File: config.mk
export PLATFORM = sky130hd
export DESIGN_NAME = deserializer_sipo
export DESIGN_NICKNAME = d
export VERILOG_FILES = /design/src/rtl/deserializer_sipo.sv
export SDC_FILE = /design/constraint.sdc
export NUM_CORES = 1
export LEC_CHECK = 0
export BUFFER_PORTS_ARGS = -buffer_cell sky130_fd_sc_hd__buf_2
export CORE_MARGIN = 2
export CORE_UTILIZATION = 52
export DETAILED_ROUTE_END_ITERATION = 6
export GPL_TIMING_DRIVEN = 0
export HOLD_SLACK_MARGIN = 0.06
export PLACE_DENSITY = 0.76
export SYNTH_ARGS = -nofsm -noshare
export SYNTH_HDL_FRONTEND = slang
export SYNTH_SLANG_ARGS = --single-unit
File: constraint.sdc
create_clock -name clk -period 2.1 [get_ports clk]
set_input_delay 0.105 -clock clk [delete_from_list [all_inputs] [get_ports clk]]
set_output_delay 0.105 -clock clk [all_outputs]
set_load 0.02 [all_outputs]
File: src/rtl/deserializer_sipo.sv
// Serial-in/parallel-out deserializer: assembles MSB-first words from a strobed
// bit stream into a one-word output register drained with a valid/ready handshake.
module deserializer_sipo #(
  parameter int DATA_WIDTH = 8
) (
  input  logic                  clk,
  input  logic                  rst,
  input  logic                  srl_in,
  input  logic                  shift,
  input  logic                  sync,
  output logic [DATA_WIDTH-1:0] data_out,
  output logic                  valid,
  input  logic                  ready,
  output logic                  overrun,
  output logic                  busy
);

  localparam int              CW   = (DATA_WIDTH > 2) ? $clog2(DATA_WIDTH) : 1;
  localparam logic [CW-1:0]   LAST = CW'(DATA_WIDTH - 1);

  logic [DATA_WIDTH-2:0] sr;
  logic [DATA_WIDTH-2:0] sr_next;
  logic [DATA_WIDTH-2:0] shifted;
  logic [CW-1:0]         cnt;
  logic [CW-1:0]         cnt_next;
  logic [DATA_WIDTH-1:0] word;
  logic                  complete;

  // A 2-bit word keeps only one stored bit, so there is nothing to shift along.
  generate
    if (DATA_WIDTH == 2) begin : g_narrow
      assign shifted = srl_in;
    end else begin : g_wide
      assign shifted = {sr[DATA_WIDTH-3:0], srl_in};
    end
  endgenerate

  assign word = {sr, srl_in};
  assign busy = (cnt != '0);

  always_comb begin
    // NOTE: every output of this block gets a default first so no latch is inferred.
    sr_next  = sr;
    cnt_next = cnt;
    complete = 1'b0;
    if (sync) begin
      // sync never completes a word; a coincident bit starts the new one.
      cnt_next = '0;
      if (shift) begin
        sr_next  = shifted;
        cnt_next = CW'(1);
      end
    end else if (shift) begin
      sr_next = shifted;
      if (cnt == LAST) begin
        cnt_next = '0;
        complete = 1'b1;
      end else begin
        cnt_next = cnt + CW'(1);
      end
    end
  end

  // NOTE: sequential state uses non-blocking assignments so all registers update together.
  always_ff @(posedge clk or negedge rst) begin
    if (!rst) begin
      sr  <= '0;
      cnt <= '0;
    end else begin
      sr  <= sr_next;
      cnt <= cnt_next;
    end
  end

  always_ff @(posedge clk or negedge rst) begin
    if (!rst) begin
      data_out <= '0;
      valid    <= 1'b0;
      overrun  <= 1'b0;
    end else begin
      if (complete && (!valid || ready)) begin
        // A drain in the same edge frees the slot, so the new word loads with no bubble.
        data_out <= word;
        valid    <= 1'b1;
      end else if (complete) begin
        overrun <= 1'b1;
      end else if (valid && ready) begin
        valid <= 1'b0;
      end
    end
  end

endmodule

## Word level (Yosys, flattened, before mapping)

Index checks and enable logic that the tools add are counted.

- Register bits: 20
- Input bits: 6
- Word-level logic and storage cells: 28

- Add/sub/neg operators: 1
- Eq/ne operators: 2
- Muxes and demuxes: 10
- Bitwise operators: 1
- Reductions and logical operators: 9

Operators by type and width:

| cell | number |
|---|---|
| $mux 3 | 3 |
| $mux 1 | 7 |
| $reduce_and 2->1 | 2 |
| $reduce_bool 2->1 | 2 |
| $add 3x1->3 const B | 1 |
| $eq 3x3->1 const B | 1 |
| $reduce_bool 3->1 | 1 |
| $logic_and 1x1->1 | 2 |
| $ne 2x1->1 const B | 1 |
| $logic_not 1->1 | 1 |
| $logic_or 1x1->1 | 1 |
| $not 1->1 | 1 |

## Depth between registers and ports, before layout

- Depth after elaboration: 7
- Gate-level depth with buffers: 6
- Mapped depth without buffers: 5

## Worst setup path before layout

No wires, ideal clock.

- Path type: reg-to-reg
- Start: register cnt[0]
- End: register data_out[0]
- Library setup time: 125 ps
- Arrival time: 1331 ps
- Required time: 1975 ps
- Setup slack: 644 ps
- Cell stages (with the launch flop): 7
- Path buffers: 1
- Cell sequence: dfrtp_1 -> ha_1 -> ha_1 -> nand3b_4 -> nor2b_2 -> buf_6 -> mux2_4

- Cells in the longest elaborated chain, start to end: 5

RTL lines:

| element | RTL line | RTL |
|---|---|---|
| from (decl) | 24 | `logic [CW-1:0] cnt;` |
| from (signal assigned) | 71 | `cnt <= cnt_next;` |
| $eq 3x3->1 | 55 | `if (cnt == LAST) begin` |
| $mux 1 | 55 |  |
| $mux 1 | 53 | `end else if (shift) begin` |
| $mux 1 | 46 | `if (sync) begin` |
| $logic_and 1x1->1 | 81 | `if (complete && (!valid \|\| ready)) begin` |
| to (signal assigned) | 83 | `data_out <= word;` |
| to (decl) | 11 | `output logic [DATA_WIDTH-1:0] data_out,` |

Every way passes these cells.
A chain may end at the register's enable or synchronous reset.

## Worst setup path in the final report

Ends and elaborated chain as after synthesis.

==> flow_summary.json <==
{
  "min_period_over_period_pct": 75.7,
  "post_cts_resize_count": 0,
  "drive_gt1_share_pct": 51.3,
  "pwr-share-seq_pct": 53.1,
  "path_cells": "ha_1 > ha_1 > nand3b_4 > nor2b_2 > buf_6 > mux2_4",
  "p_int_uw": 677,
  "synth_top_area_cell": "dfrtp_1",
  "netlist_instances": 55,
  "synth_area_leaders": "dfrtp_1, mux2_4, mux2_2",
  "die-area_sq_mm": 0.00200,
  "finalSetupViolCount": 0,
  "place_congestion": 0.635,
  "grt-ovfl-total": 0,
  "die_x_um": 44.8,
  "syn-num-nets": 64,
  "rows": 14,
  "cts_root_buffer": "clkbuf_4",
  "fmax_mhz": 629,
  "ir_drop_mv": 0.462,
  "ys.flop_type": "dfrtp_1",
  "yosysTopAreaCellShare_pct": 57.9,
  "swShare_pct": 21.2,
  "yosysUniqueCellTypes": 17,
  "worst-setup-path-type": "reg -> reg",
  "area.growth.synth_to_final_pct": 21.1,
  "p_per_area_mw_per_mm2": 820,
  "cp_data_arrival_time_ns": 1.77,
  "ys_seq_elements": 20,
  "die_y_um": 44.8,
  "syn_avg_cell_area_sq_um": 15.7,
  "synth.most_common_cell": "dfrtp_1",
  "grt_first_pass_wirelength_mm": 2.21,
  "dr.pass1.iters": 2,
  "power_frac_comb_pct": 11.7,
  "critPathLaunchType": "flip-flop",
  "vias": 473,
  "tritoncts": "built",
  "yosysSeqAreaShare_pct": 57.9,
  "fillCellCount": 104,
  "cpPeakStageDelay_ns": 0.39,
  "track_usage_pct": 15.9,
  "p_clk_share_pct": 35.3,
  "synth_edf_count": 0,
  "drtAntennaViolNets": 0,
  "rsz0062_at_grt": "no",
  "hpwlAfterDp_um": 919,
  "status": "completed",
  "cts_made_buffers": 3,
  "path_clk_slew_ns": 0.11,
  "drtIter0Drc": 3,
  "ctsLongestPathBuffers": 2,
  "timing.final.hold_violations": 0,
  "drv_cap": 0,
  "p_switching_uw": 182,
  "async_reset_ff_share_pct": 100,
  "clock_skew_ns": 0.0107,
  "portBuffers": 16,
  "critical_path.most_common_cell": "ha_1",
  "grt_pass1_vias": 497,
  "leakage_uw": 0.000568,
  "antenna_found_initial": 0,
  "slew_headroom_pct": 71.5,
  "holdWs_ns": 0.0849,
  "cts.sinks": 20,
  "num_antenna_cells": 0,
  "setup_tns_ns": 0,
  "ys_warn_count": 0,
  "insertion_delay_ns": 0.29,
  "crit_slowest_cell": "dfrtp_1",
  "io_pins": 17,
  "place_area_sq_um": 965,
  "fin_area_sq_mm": 0.00105,
  "drt_wl_total_mm": 1.26,
  "htree_levels": 1,
  "slew_violations": 0,
  "cp_max_fo": 8,
  "wl_per_cell_um": 13.4,
  "initial_utilization_pct": 56.7,
  "drc": 0,
  "worst_pin_slew_ns": 0.428,
  "grt_max_degree": 21,
  "hp-class": "in -> reg",
  "finalCriticalPeriod_ns": 1.59,
  "syn_area_sq_um": 865,
  "cp-end-kind": "flip-flop",
  "required_ns": 2.28,
  "reg2reg_slack_ns": 0.51,
  "core-area_sq_mm": 0.00152,
  "final_net_count": 88,
  "viasPerCell": 5.03,
  "synth_common_cells": "dfrtp_1, mux2_4, mux2_2"
}
==> registers in the layout (all words and copies together) (netlist names) <==
signal	cells
data_out	8
sr	7
cnt	3
overrun	1
valid	1
==> metrics by stage <==
stage                     setup slack [ns]  std cells  util [%]  power (uW)
after global routing                 0.395         94      68.7         906
after floorplan                      0.644         55         -         524
final                                0.510         94      68.7         859
after detailed placement             0.525         87      63.3         562
after CTS                            0.486         94      68.7         874
after global placement               0.561         87      63.3         556
==> area by class of cell <==
type / instances / area (sq um) / area share (%)
inverters: 2 / 7.51 / 0.717
well taps: 16 / 20.0 / 1.91
clock inverters: 1 / 30.0 / 2.87
flip-flops and latches: 20 / 500 / 47.8
multi-input cells: 31 / 340 / 32.5
repair buffers: 19 / 110 / 10.5
plain buffers: 2 / 16.3 / 1.55
clock buffers: 3 / 22.5 / 2.15
==> power groups by stage <==
stage          sequential, uW  clock (uW)  combinational, uW
2_1_floorplan             462           0               62.3
3_3_place_gp              462           0               93.9
3_5_place_dp              464           0               97.8
4_1_cts                   456         316                102
5_1_grt                   462         331                112
6_report                  456         303                100
==> kinds of logic after synthesis <==
family	after synthesis	synth area share, %
flip-flops	20	57.9
multiplexers	17	25.3
AND/OR/NAND/NOR	8	7.38
buffers and inverters	4	2.75
AO/OA/AOI/OAI	3	2.32
adder cells (fa/ha/maj)	3	4.34
==> cell usage in the layout (no fill, tap or decap) <==
master and instances:
dlygate4sd3_1 3, nor2b_2 1, mux2_4 8, clkbuf_4 3, ha_1 3, nand3b_4 1, o21ai_0 1, inv_1 2
buf_2 17, bufinv_16 1, mux2i_1 2, nand2b_4 1, nand2_1 1, mux2_2 7, nor2_1 3, o21bai_1 1
buf_6 1, o31ai_1 1, dfrtp_1 20, nand2b_1 1
==> timing repair <==
item,CTS,global route
setup buffers,0,0
hold buffers,3,0
hold endpoints to repair,25,0
==> routing by layer <==
layer  global-route usage [%]  up-vias  wire length, um
met4                     8.82        0               15
met2                     26.1        8              628
li1                         -      234                -
met1                     19.4      229              577
met3                     3.60        2               42
met5                        0        -                0
==> final timing paths <==
check / endpoint / depth (start not counted) / startpoint
max in group asynchronous: sr[5] / 2 / rst
min in group asynchronous: data_out[4] / 2 / rst
max: data_out[0] / 6 / cnt[0]
max reg2reg: data_out[0] / 6 / cnt[0]
min reg2reg: overrun / 1 / overrun
min: valid / 3 / ready
==> worst max-delay path: cells and delay by family, from the launching register on <==
kind	cells	cell delay, ns
flops	1	0.39
fa+ha+maj	2	0.38
mux	1	0.31
simple gates	2	0.22
buf+inv	1	0.16
Note: power is estimated with default switching activity, not from simulation.
